$ cat config.mk
export PLATFORM = sky130hd
export DESIGN_NAME = tone_seq_ctrl
export DESIGN_NICKNAME = d
export VERILOG_FILES = /design/src/rtl/tone_seq_pkg.sv /design/src/rtl/tone_div.sv /design/src/rtl/tone_seq_ctrl.sv
export SDC_FILE = /design/constraint.sdc
export NUM_CORES = 1
export LEC_CHECK = 0
export BUFFER_PORTS_ARGS = -buffer_cell sky130_fd_sc_hd__buf_2
export CAP_MARGIN = 10
export CORE_ASPECT_RATIO = 0.7
export CORE_MARGIN = 1
export CORE_UTILIZATION = 50
export CTS_BUF_LIST = sky130_fd_sc_hd__clkbuf_16
export DETAILED_ROUTE_END_ITERATION = 10
export PLACE_DENSITY = 0.65
export SYNTH_ARGS = -nofsm -noshare
export SYNTH_HDL_FRONTEND = slang
export SYNTH_SLANG_ARGS = --single-unit
export TNS_END_PERCENT = 100
$ cat constraint.sdc
create_clock -name clk -period 5.75 [get_ports clk]
set_input_delay 1.15 -clock clk [delete_from_list [all_inputs] [get_ports clk]]
set_output_delay 1.15 -clock clk [all_outputs]
set_load 0.02 [all_outputs]
$ cat src/rtl/tone_seq_pkg.sv
// Shared types for the tone sequencer: FSM state encoding, note table entry layout
// and default field widths.
package tone_seq_pkg;

    localparam int DIV_W_DEF = 14;
    localparam int DUR_W_DEF = 8;

    typedef enum logic [1:0] {
        S_IDLE,
        S_LOAD,
        S_PLAY,
        S_FIN
    } state_e;

    typedef struct packed {
        logic [DIV_W_DEF-1:0] div;
        logic [DUR_W_DEF-1:0] dur;
    } note_t;

    // Prescaler width; a one-cycle tick still needs a 1-bit counter.
    function automatic int pre_width(input int tick_div);
        return (tick_div > 1) ? $clog2(tick_div) : 1;
    endfunction

endpackage

$ cat src/rtl/tone_div.sv
// Programmable half-period divider: the tone toggles every div+1 enabled cycles;
// div=0 is a rest and holds the tone low.
module tone_div #(
    parameter int DIV_W = 14
) (
    input  logic             clk,
    input  logic             rst_n,
    input  logic             en,
    input  logic             clr,
    input  logic [DIV_W-1:0] div,
    output logic             tone
);

    logic [DIV_W-1:0] cnt_q, cnt_d;
    logic             tone_q, tone_d;

    always_comb begin
        cnt_d  = cnt_q;
        tone_d = tone_q;
        if (clr || (en && (div == '0))) begin
            cnt_d  = '0;
            tone_d = 1'b0;
        end else if (en) begin
            // >= rather than == so a count left above a new, smaller div still wraps
            if (cnt_q >= div) begin
                cnt_d  = '0;
                tone_d = ~tone_q;
            end else begin
                cnt_d = cnt_q + 1'b1;
            end
        end
    end

    always_ff @(posedge clk or negedge rst_n) begin
        if (!rst_n) begin
            cnt_q  <= '0;
            tone_q <= 1'b0;
        end else begin
            cnt_q  <= cnt_d;
            tone_q <= tone_d;
        end
    end

    assign tone = tone_q;

endmodule

$ cat src/rtl/tone_seq_ctrl.sv
// Note-table tone sequencer with start/stop/busy/done handshake.
// Define TONE_SEQ_LOOP_EN to add a loop input that restarts the table instead of finishing.
module tone_seq_ctrl
    import tone_seq_pkg::*;
#(
    parameter int DIV_W    = DIV_W_DEF,
    parameter int DUR_W    = DUR_W_DEF,
    parameter int DEPTH    = 8,
    parameter int TICK_DIV = 50000
) (
    input  logic                       clk,
    input  logic                       en,
    input  logic                       start,
    input  logic                       stop,
    input  logic                       wr_en,
    input  logic [$clog2(DEPTH)-1:0]   wr_addr,
    input  logic [DIV_W-1:0]           wr_div,
    input  logic [DUR_W-1:0]           wr_dur,
    input  logic [$clog2(DEPTH):0]     len,
`ifdef TONE_SEQ_LOOP_EN
    input  logic                       loop,
`endif
    output logic                       busy,
    output logic                       done,
    output logic [$clog2(DEPTH)-1:0]   note_idx,
    output logic                       tone_out
);

    localparam int AW    = $clog2(DEPTH);
    localparam int PRE_W = pre_width(TICK_DIV);

    typedef struct packed {
        logic [DIV_W-1:0] div;
        logic [DUR_W-1:0] dur;
    } entry_t;

    entry_t tbl [DEPTH];

    state_e           state_q, state_d;
    logic [AW-1:0]    idx_q, idx_d;
    logic [AW:0]      len_q, len_d;
    logic [DIV_W-1:0] div_q, div_d;
    logic [DUR_W-1:0] dur_q, dur_d;
    logic [PRE_W-1:0] pre_q, pre_d;
    logic             busy_q, busy_d;
    logic             done_q, done_d;

    logic   tick;
    logic   last_note;
    logic   loop_on;
    entry_t rd_entry;

`ifdef TONE_SEQ_LOOP_EN
    assign loop_on = loop;
`else
    assign loop_on = 1'b0;
`endif

    // Table storage is deliberately outside the reset domain.
    always_ff @(posedge clk) begin
        if (wr_en && !busy_q) begin
            tbl[wr_addr] <= '{div: wr_div, dur: wr_dur};
        end
    end

    assign rd_entry  = tbl[idx_q];
    assign tick      = (pre_q == PRE_W'(TICK_DIV - 1));
    assign last_note = ({1'b0, idx_q} == (len_q - 1'b1));

    always_comb begin
        state_d = state_q;
        idx_d   = idx_q;
        len_d   = len_q;
        div_d   = div_q;
        dur_d   = dur_q;
        pre_d   = pre_q;
        busy_d  = busy_q;
        done_d  = 1'b0;
        unique case (state_q)
            S_IDLE: begin
                idx_d = '0;
                if (start && !stop) begin
                    len_d = len;
                    if (len == '0) begin
                        state_d = S_FIN;
                        done_d  = 1'b1;
                    end else begin
                        state_d = S_LOAD;
                        busy_d  = 1'b1;
                    end
                end
            end
            S_LOAD: begin
                if (stop) begin
                    state_d = S_IDLE;
                    busy_d  = 1'b0;
                    idx_d   = '0;
                end else begin
                    div_d   = rd_entry.div;
                    dur_d   = (rd_entry.dur == '0) ? DUR_W'(1) : rd_entry.dur;
                    pre_d   = '0;
                    state_d = S_PLAY;
                end
            end
            S_PLAY: begin
                if (stop) begin
                    state_d = S_IDLE;
                    busy_d  = 1'b0;
                    idx_d   = '0;
                end else begin
                    pre_d = tick ? '0 : pre_q + 1'b1;
                    if (tick) begin
                        dur_d = dur_q - 1'b1;
                        if (dur_q == DUR_W'(1)) begin
                            if (!last_note) begin
                                idx_d   = idx_q + 1'b1;
                                state_d = S_LOAD;
                            end else if (loop_on) begin
                                idx_d   = '0;
                                state_d = S_LOAD;
                            end else begin
                                state_d = S_FIN;
                                done_d  = 1'b1;
                            end
                        end
                    end
                end
            end
            S_FIN: begin
                state_d = S_IDLE;
                busy_d  = 1'b0;
                idx_d   = '0;
            end
            default: state_d = S_IDLE;
        endcase
    end

    always_ff @(posedge clk or negedge en) begin
        if (!en) begin
            state_q <= S_IDLE;
            idx_q   <= '0;
            len_q   <= '0;
            div_q   <= '0;
            dur_q   <= '0;
            pre_q   <= '0;
            busy_q  <= 1'b0;
            done_q  <= 1'b0;
        end else begin
            state_q <= state_d;
            idx_q   <= idx_d;
            len_q   <= len_d;
            div_q   <= div_d;
            dur_q   <= dur_d;
            pre_q   <= pre_d;
            busy_q  <= busy_d;
            done_q  <= done_d;
        end
    end

    // Divider runs only across PLAY->PLAY edges and is cleared whenever PLAY is left or entered.
    tone_div #(
        .DIV_W (DIV_W)
    ) u_tone_div (
        .clk   (clk),
        .rst_n (en),
        .en    (state_q == S_PLAY),
        .clr   (state_d != S_PLAY),
        .div   (div_q),
        .tone  (tone_out)
    );

    assign busy     = busy_q;
    assign done     = done_q;
    assign note_idx = idx_q;

endmodule

; Word level (Yosys, flattened, before mapping)
; Memories as Yosys holds them, arrays and structs flattened.
; Index checks and enable logic that the tools add are counted.
[word_totals]
reg_bits = 64
mem_bits_rw = 176
input_bits = 34
out_inout_bits = 6
elab_cells = 100
memories = 1
[mem_list]
columns = name, words, width, rd, rd_ports_with_merged_regs, write_ports, line
row1 = tbl, 8, 22, 1, 0, 1, tone_seq_ctrl.sv:37  ; entry_t tbl [DEPTH];
[op_classes]
n_addsub = 5
magnitude_cmp = 1
eq_ne = 17
mux = 42
bitwise = 2
n_reduce_logical = 22
[ops]
columns = operator, n
row1 = two-way mux 16 bit, 3
row2 = two-way mux 14 bit, 3
row3 = two-way mux 8 bit, 4
row4 = case mux 16 bit (2 select lines), 1
row5 = "adder 16 x 1 -> 16 bit, second input constant", 1
row6 = "== test 16 bit, second input constant", 1
row7 = case mux 8 bit (2 select lines), 1
row8 = two-way mux 3 bit, 5
row9 = "adder 14 x 1 -> 14 bit, second input constant", 1
row10 = >= comparator 14 bit, 1
row11 = zero test 14 bit, 1
row12 = two-way mux 1 bit, 14
row13 = two-way mux 2 bit, 7
row14 = "inequality test 2 bit, second input constant", 7
row15 = "inequality test 3 bit, second input constant", 3
row16 = case mux 3 bit (3 select lines), 1
row17 = "== test 8 x 1 -> 1 bit, second input constant", 1
row18 = zero test 8 bit, 1
row19 = case mux 2 bit (4 select lines), 1
row20 = AND reduction 4 bit, 2
row21 = "subtractor 8 x 1 -> 8 bit, second input constant", 1
row22 = AND reduction 2 bit, 3
row23 = AND reduction 3 bit, 2
row24 = nonzero test 2 bit, 3
row25 = 15 further kinds, 21

; Longest topological paths before layout
; Gate-level depths: netlist of run 1.
[logic_depth]
word_depth = 11
depth_mapped = 11
depth_no_buf = 8

; Modules after synthesis
; Synthesis of run 1 repeated with hierarchy kept, for this count alone.
[hier_totals]
hier_cells = 718
area_unflattened_um2 = 10632.7
[modules_own_cells]
columns = module, instances, cells_each, area_each_um2, seq_area_each_um2
row1 = tone_seq_ctrl, 1, 574, 9355.2, 6511.2
row2 = tone_div, 1, 144, 1277.5, 375.4

; Worst setup path after synthesis of run 1
; No wires, ideal clock.
[synth_timing]
kind = in2reg
start = input port wr_addr[1]
end = memory tbl[0][0] (netlist name), enable pin
setup_time_ns = 0.429
arrival_time_ns = 3.199
t_required_ns = 5.321
path_slack_ns = 2.123
stages = 2
path_buffers = 0
path_cell_list = or3b_2 -> nor3_1
[synth_rtl]
columns = item, line
row1 = from (decl), tone_seq_ctrl.sv:16  ; input logic [$clog2(DEPTH)-1:0] wr_addr,
row2 = to (decl), tone_seq_ctrl.sv:37
; No word-level cell before the write port.

; Worst setup path in the final report of run 1
[layout_timing]
start = input port stop
end = register u_tone_div.cnt_q[3]
[layout_via]
elab_chain_len = 7
word_cells_on_any_way = 10
classes_between = 1 x eq/ne / 5 x mux / 4 x reduce/logical
[layout_rtl]
columns = item, line
row1 = from (decl), tone_seq_ctrl.sv:14  ; input logic stop,
row2 = zero test 1 bit, tone_seq_ctrl.sv:82  ; if (start && !stop) begin
row3 = logical AND 1 bit, tone_seq_ctrl.sv:82
row4 = two-way mux 2 bit, tone_seq_ctrl.sv:82
row5 = case mux 2 bit (4 select lines) (*), tone_seq_ctrl.sv:79  ; unique case (state_q)
row6 = inequality test 2 bit (*), tone_seq_ctrl.sv:167  ; .clr (state_d != S_PLAY),
row7 = logical OR 1 bit (*), tone_div.sv:20  ; if (clr || (en && (div == '0))) begin
row8 = two-way mux 14 bit or nonzero test 2 bit (tied branches), -
row9 = to (signal assigned), tone_div.sv:39  ; cnt_q <= cnt_d;
row10 = to (decl), tone_div.sv:14  ; logic [DIV_W-1:0] cnt_q, cnt_d;
; Mark *: on every way between the ends. The rest lies on a longest branch, timed or not.
; A chain may end at the register's enable or synchronous reset.

==> summary.txt, run 1 <==
STA
  • RSZ-0062 raised after global routing: false
  • Final setup violation count: 0
  • FMAX: 0.310 GHz
  • Fin Setup TNS: 0 ns
  • Worst slew pin tran: 1.08 ns
  • Final max-slew violation count: 0
  • Final critical-path share of the clock period: 0.561
  • Hold Violations, Final: 0
  • Clock Skew: 0.00910 ns
  • Final min period: 3.22 ns
  • Slew headroom: 0.277

Detailed routing
  • Wirelength, routed: 20.1 mm
  • DR vias: 5662
  • Post-route ant nets: 0
  • Wire per inst: 19.9 um
  • Pre-Repair DR Iteration Count: 4
  • Starting DRC count in detailed routing: 576
  • Residual DRC: 0
  • Vias per Instance: 5.62

Logic synthesis
  • Syn nets: 727
  • Main combinational cell family by area after synthesis: multiplexers
  • Seq/Total Area, Yosys: 0.670
  • Yosys top cell area share: 0.514
  • Mapped Area: 10300 sq um
  • Register bit total from synthesis: 240
  • Synth Area in Adders: 0.0280
  • Area contributors post-synth: edfxtp_1 51%, dfrtp_1 16%, mux4_2 9.6%
  • Library cells used by synthesis: 54
  • Post-Synth Simple-Gate Area: 0.0851
  • Mean Syn Cell Area: 15.3 sq um
  • Post-synthesis mux area share: 0.121
  • Synth warn: 0
  • Compound-Gate Fraction of Synth Area: 0.0534
  • Number of flops mapped to enable cells by yosys: 176
  • Predominant post-synthesis flop cell: edfxtp_1
  • Async set or reset register ratio after synthesis: 0.267
  • Syn Inst Count: 670
  • XOR/XNOR Fraction of Synth Area: 0.0196
  • Synth area leader: edfxtp_1

Place
  • GPL Wtd Cong: 0.861
  • I/O Buffers: 39
  • DP HPWL: 12.5 mm
  • Placed insts: 964

Finish
  • Area grow syn2layout: 12.4%
  • Fill cells: 1541
  • Share of post-route cells with drive strength above 1: 0.217
  • Core Util, Final: 0.579
  • Nets: 777
  • Area of the multi-input gates: 3190 sq um
  • ANT cells: 0
  • Finished Layout Cells: 1008
  • Register area: 6890 sq um

Global routing
  • Initial antenna violation count: 1
  • Vias in the first global route: 5725
  • Pin count of the biggest net entering global routing: 40
  • Grt total ovfl: 0
  • First-pass GRT wire length: 32.3 mm
  • Global-route usage over all layers: 0.201

Min path
  • Worst min path class: reg -> reg
  • Worst hold path cell count: 2

Power
  • Power Density: 354 nW/um^2
  • Leakage: 4.04 nW
  • Total power: 4.09 mW
  • Peak supply drop: 303 uV

Critical path
  • Startpoint Class: input pin
  • Crit Path Max Fanout: 30
  • Critical-path top delay cell: o211ai_2
  • Critical path type: in -> reg
  • CP max stage delay: 0.74 ns
  • Arrival time worst endpoint: 3.57 ns
  • Crit. End Element: flip-flop
  • Register-to-Register Path Depth: 7
  • Crit-path cells: buf_2 > nand2b_1 > nand2_1 > o31ai_1 > a211oi_2 > o211ai_2 > nor3_1
  • Critical Path RT: 6.10 ns

Floorplanning
  • IO Count: 40
  • Initial Utilization: 0.515
  • Die height: 122 um
  • Overall die width: 173 um
  • Core Region: 20000 sq um
  • Row cnt: 43
  • Die area: 21100 sq um

Clock tree
  • Clock Sinks: 240
  • H-tree levels: 1
  • Post-CTS Hold Buffers: 0
  • CTS resizes: 0
  • TritonCTS clock tree: yes
  • Root Buffer: clkbuf_16
  • Worst-Skew Late Latency: 0.52 ns
  • Post-CTS Setup Bufs: 0
  • Deepest clock path buffer count: 3
  • Clock transition at path regs: 0.06 ns
  • Num CTS Buffers: 24

Flow run
  • Max-cap violations: 0

Run status
  • Status: finished clean
stage by stage:
stage / instance area (sq um) / hold WS (ns) / setup WS, ns
finish: 11500 / 0.516 / 2.53
global route: 11500 / 0.549 / 2.18
CTS: 11500 / 0.510 / 2.50
detailed placement: 10800 / 0.498 / 1.94
global placement: 10800 / 0.488 / 2.10
floorplan: 10300 / 0.444 / 2.12
state kept, by name, summed over array words and instances, names as in the netlist, 2 cells and up:
signal            count
tbl                 176
dur_q                 8
note_idx              3
pre_q                16
u_tone_div.cnt_q     14
len_q                 4
state_q               2
div_q                14
synth_stat cells, types with 2 or more instances:
master      n
edfxtp_1  176
nand2_1    57
o22ai_1     5
mux2_2      9
nor4_1      6
clkbuf_1   14
nor2_1     26
mux2i_1    15
nor3_1     14
xor2_1     13
nor3_2      5
buf_4       2
and2_1      2
buf_2       8
a21o_1      3
o31ai_1     4
nand4_1    12
dfrtp_1    64
xnor2_1    10
o21ai_0    43
mux4_2     44
nor4b_2     2
ha_1       23
and3_1      7
nand2b_1    7
o21a_1      2
buf_6       2
buf_1       2
or3_1       4
nand3_1    17
a21oi_1    21
nor2b_1     5
inv_1      25
kinds of logic (layout without fill, tap and decap cells):
| family | Yosys count | count (layout) |
|---|---|---|
| AO/OA/AOI/OAI | 92 | 92 |
| XOR/XNOR | 23 | 23 |
| adder cells (fa/ha/maj) | 23 | 23 |
| buffers and inverters | 54 | 122 |
| flip-flops | 240 | 240 |
| multiplexers | 68 | 68 |
| AND/OR/NAND/NOR | 170 | 170 |
cell type report:
cell class | count | share of cell area
timing repair buffer | 52 | 0.0253
clock buffer | 24 | 0.0520
sequential | 240 | 0.596
multi-input combinational | 376 | 0.276
inverter | 26 | 0.00845
tap | 270 | 0.0292
clock inverter | 20 | 0.0122
where the power goes:
part	total (mW)	switching, mW	internal [mW]	leakage [nW]
Combinational	0.518	0.312	0.206	1.24
Clock	1.46	0.645	0.810	0.377
Sequential	2.11	0.106	2.01	2.43
Total	4.09	1.06	3.02	4.04
worst paths after layout:
path	from	slack, ns	end
setup / recovery	stop	2.53	u_tone_div.cnt_q[3]$_DFFE_PN0P_
setup reg to reg	pre_q[0]$_DFFE_PN0P_	2.63	u_tone_div.cnt_q[3]$_DFFE_PN0P_
max in group asynchronous	en	4.14	note_idx[1]$_DFFE_PN0P_
min in group asynchronous	en	0.65	u_tone_div.cnt_q[12]$_DFFE_PN0P_
hold reg to reg	div_q[1]$_DFFE_PN0P_	0.52	div_q[1]$_DFFE_PN0P_
hold / removal	div_q[1]$_DFFE_PN0P_	0.52	div_q[1]$_DFFE_PN0P_
cells in the final DEF (no fill, tap or decap), types with 6 or more instances in the layout:
| cell | n |
|---|---|
| clkinv_1 | 7 |
| nor3_1 | 12 |
| nor3_2 | 7 |
| mux2_2 | 9 |
| o21ai_0 | 43 |
| nor2_1 | 20 |
| inv_1 | 30 |
| dfrtp_1 | 62 |
| buf_2 | 39 |
| mux2i_1 | 15 |
| clkbuf_16 | 24 |
| nand4_1 | 12 |
| ha_1 | 23 |
| xnor2_1 | 10 |
| edfxtp_1 | 176 |
| nand3_1 | 17 |
| nand2b_1 | 7 |
| a21oi_1 | 21 |
| nor4_1 | 6 |
| xor2_1 | 13 |
| mux4_2 | 44 |
| nand2_1 | 57 |
| buf_4 | 13 |
| and3_1 | 7 |
per-layer routing:
| layer | vias to the layer above | track usage | part of all wire |
|---|---|---|---|
| met3 | 29 | 0.0353 | 0.049 |
| met5 | - | 0 | 0.00065 |
| met4 | 2 | 0.0459 | 0.017 |
| met1 | 2840 | 0.291 | 0.47 |
| li1 | 2664 | - | - |
| met2 | 127 | 0.323 | 0.46 |
critical path, delay by kind of cell:
family          cells  cell delay, ns
compound gates      3            1.13
buf+inv             1            0.13
simple gates        3            1.15
Power figures use the tool's default switching activity.
==> inputs of run 2 (changes only) <==
- PLACE_DENSITY: 0.65 -> 0.67
- clock period: 5.75 -> 2.9 ns (I/O delays scaled with it)
==> run 2 against run 1 <==
Against the previous run:
- clock skew increased by 0.010 ns
- flip-flop and latch count unchanged
- utilization increased by 0.88 points
- sequential power increased by 98%
- first-iteration DRC count increased by 3.3%
- global-route usage increased by 0.38 points
- cell count increased by 1.5%
- total power increased by 100%
- design area increased by 1.5%
- combinational power increased by 100%
- critical endpoint is now u_tone_div.cnt_q[6]$_DFFE_PN0P_
- largest power group unchanged
==> summary.txt, run 2 (same netlist as run 1, synthesis figures left out) <==
Run status
  • Status: finished clean

Clock tree
  • TritonCTS clock tree: yes
  • Deepest clock path buffer count: 3 (unchanged)
  • Worst-Skew Late Latency: 0.53 ns (about the same)
  • Num CTS Buffers: 23 (-4.2%)
  • Clock Sinks: 240 (unchanged)
  • Post-CTS Setup Bufs: 0 (unchanged)
  • Root Buffer: clkbuf_16
  • Clock transition at path regs: 0.07 ns (about the same)
  • H-tree levels: 1 (unchanged)

Power
  • Leakage: 4.15 nW (+2.5%)
  • Peak supply drop: 476 uV (+57%)
  • Power Density: 711 nW/um^2 (+100%)

Critical path
  • Critical Path RT: 3.34 ns (-2.76 ns)
  • Arrival time worst endpoint: 3.05 ns (-0.52 ns)
  • Crit-path cells: ha_1 > a211o_1 > a21oi_1 > o21ai_0 > a2111oi_2 > nor2_2 > nor3_1
  • Critical path type: reg -> reg
  • Crit. End Element: flip-flop
  • Critical-path top delay cell: a2111oi_2
  • Startpoint Class: flip-flop
  • Crit Path Max Fanout: 11 (-63%)
  • CP max stage delay: 0.68 ns (-0.06 ns)
  • Register-to-Register Path Depth: 7 (unchanged)

Flow run
  • Max-cap violations: 0 (unchanged)

STA
  • Worst slew pin tran: 0.693 ns (-0.387 ns)
  • FMAX: 0.383 GHz
  • Final setup violation count: 0 (unchanged)
  • Slew headroom: 0.538 (+0.261)
  • Fin Setup TNS: 0 ns (unchanged)
  • Hold Violations, Final: 0 (unchanged)
  • Clock Skew: 0.0193 ns (+0.0102 ns)
  • RSZ-0062 raised after global routing: false
  • Final critical-path share of the clock period: 0.901
  • Final min period: 2.61 ns
  • Final max-slew violation count: 0 (unchanged)
  • Worst hold slack: 0.0782 ns (-0.438 ns)

Finish
  • Largest registers: tbl x176, pre_q x16
  • Final instance area: 11700 sq um (+1.5%)
  • Share of post-route cells with drive strength above 1: 0.243 (+0.0262)
  • Most frequent cells in the layout: 176 x edfxtp_1, 62 x dfrtp_1, 57 x nand2_1
  • Most flops, register: tbl
  • Area grow syn2layout: 14.1%
  • Fill cells: 1477 (-4.2%)
  • Number of flip-flops in the largest register: 176 (unchanged)
  • Most common cell after layout, fill and taps aside: edfxtp_1
  • ANT cells: 0 (unchanged)
  • Nets: 793 (+2.1%)

Place
  • Placed cell areas: 10900 sq um (+1.1%)
  • GPL Wtd Cong: 0.835 (-3.0%)
  • I/O Buffers: 39 (unchanged)
  • DP HPWL: 13.4 mm (+7.4%)

Min path
  • Worst min path class: in -> async

Detailed routing
  • Residual DRC: 0 (unchanged)
  • Vias per Instance: 5.76 (+2.6%)
  • DR vias: 5893 (+4.1%)
  • Pre-Repair DR Iteration Count: 5 (+1)
  • Wire per inst: 19.9 um (about the same)
  • Starting DRC count in detailed routing: 595 (+3.3%)
  • Wirelength, routed: 20.4 mm (+1.4%)
  • Post-route ant nets: 0 (unchanged)

Floorplanning
  • Core Region: 20000 sq um (unchanged)
  • Die area: 21100 sq um (unchanged)
  • IO Count: 40 (unchanged)
  • Overall die width: 173 um (unchanged)
  • Initial Utilization: 0.515 (unchanged)
  • Row cnt: 43 (unchanged)
  • Die height: 122 um (unchanged)

Global routing
  • Pin count of the biggest net entering global routing: 29 (-28%)
  • Vias in the first global route: 5903 (+3.1%)
  • Grt total ovfl: 0 (unchanged)
  • Global-route usage over all layers: 0.205 (+0.00379)
  • First-pass GRT wire length: 33.0 mm (+2.4%)
  • Initial antenna violation count: 0 (-1)
==> run 2: changes by cell type in the layout (fill, tap and decap cells not counted), moves of 2 or more <==
cell	before	now
bufinv_16	1	4
clkinv_1	7	3
buf_4	13	30
clkinv_4	0	2
nor2_4	2	0
inv_1	30	27
nor2_2	4	7
clkinvlp_2	0	2
==> run 2: final cells by class <==
class	instances	area [sq um]	share of cell area
flip-flops and latches	240	6890	0.588
inverters	26	97.6	0.00832
multi-input cells	376	3190	0.272
repair buffers	69	420	0.0359
well taps	270	338	0.0288
clock buffers	23	576	0.0491
clock inverters	19	215	0.0184
==> run 2: critical path, delay by kind of cell (launching register included) <==
family	cells	cell delay, ns
compound gates	4	1.23
simple gates	2	0.52
flops	1	0.44
fa+ha+maj	1	0.32
==> run 2: report_power, final <==
| part | internal (mW) | total [mW] | switching, mW | leakage (nW) |
|---|---|---|---|---|
| registers | 3.98 | 4.18 | 0.203 | 2.43 |
| logic | 0.429 | 1.06 | 0.631 | 1.32 |
| clock network | 1.82 | 3.10 | 1.28 | 0.392 |
| total | 6.23 | 8.34 | 2.11 | 4.15 |
==> run 2: per-stage QoR <==
step	setup WS (ns)	util	instances	total power [mW]
finish	0.289	0.587	1023	8.34
global route	0.0384	0.587	1023	8.74
CTS	0.222	0.587	1023	8.42
detailed placement	0.239	0.548	981	5.31
global placement	0.361	0.548	981	5.25
floorplan	0.217	-	670	4.94
==> run 2: worst paths after layout <==
path,end,slack [ns],from
worst min-delay path,u_tone_div.cnt_q[9]$_DFFE_PN0P_,0.08,en
min in group clk,len_q[0]$_DFFE_PN0P_,0.29,len[0]
worst max-delay path,u_tone_div.cnt_q[6]$_DFFE_PN0P_,0.29,u_tone_div.cnt_q[3]$_DFFE_PN0P_
max in group asynchronous,div_q[0]$_DFFE_PN0P_,2.14,en
worst max register to register,u_tone_div.cnt_q[6]$_DFFE_PN0P_,0.29,u_tone_div.cnt_q[3]$_DFFE_PN0P_
worst min register to register,pre_q[15]$_DFFE_PN0P_,0.49,pre_q[15]$_DFFE_PN0P_
==> run 2: layer usage <==
metal | up-vias | track usage | share of wire
met3 | 31 | 0.0368 | 0.056
met2 | 163 | 0.325 | 0.47
met5 | - | 0 | 0
li1 | 2701 | - | -
met1 | 2998 | 0.298 | 0.46
met4 | 0 | 0.0503 | 0.018
==> run 2: what timing repair did <==
action                                  4_1_cts  5_1_grt
resized for setup                             0        1
hold buffers                                  0        0
endpoints found under the setup margin        0       10
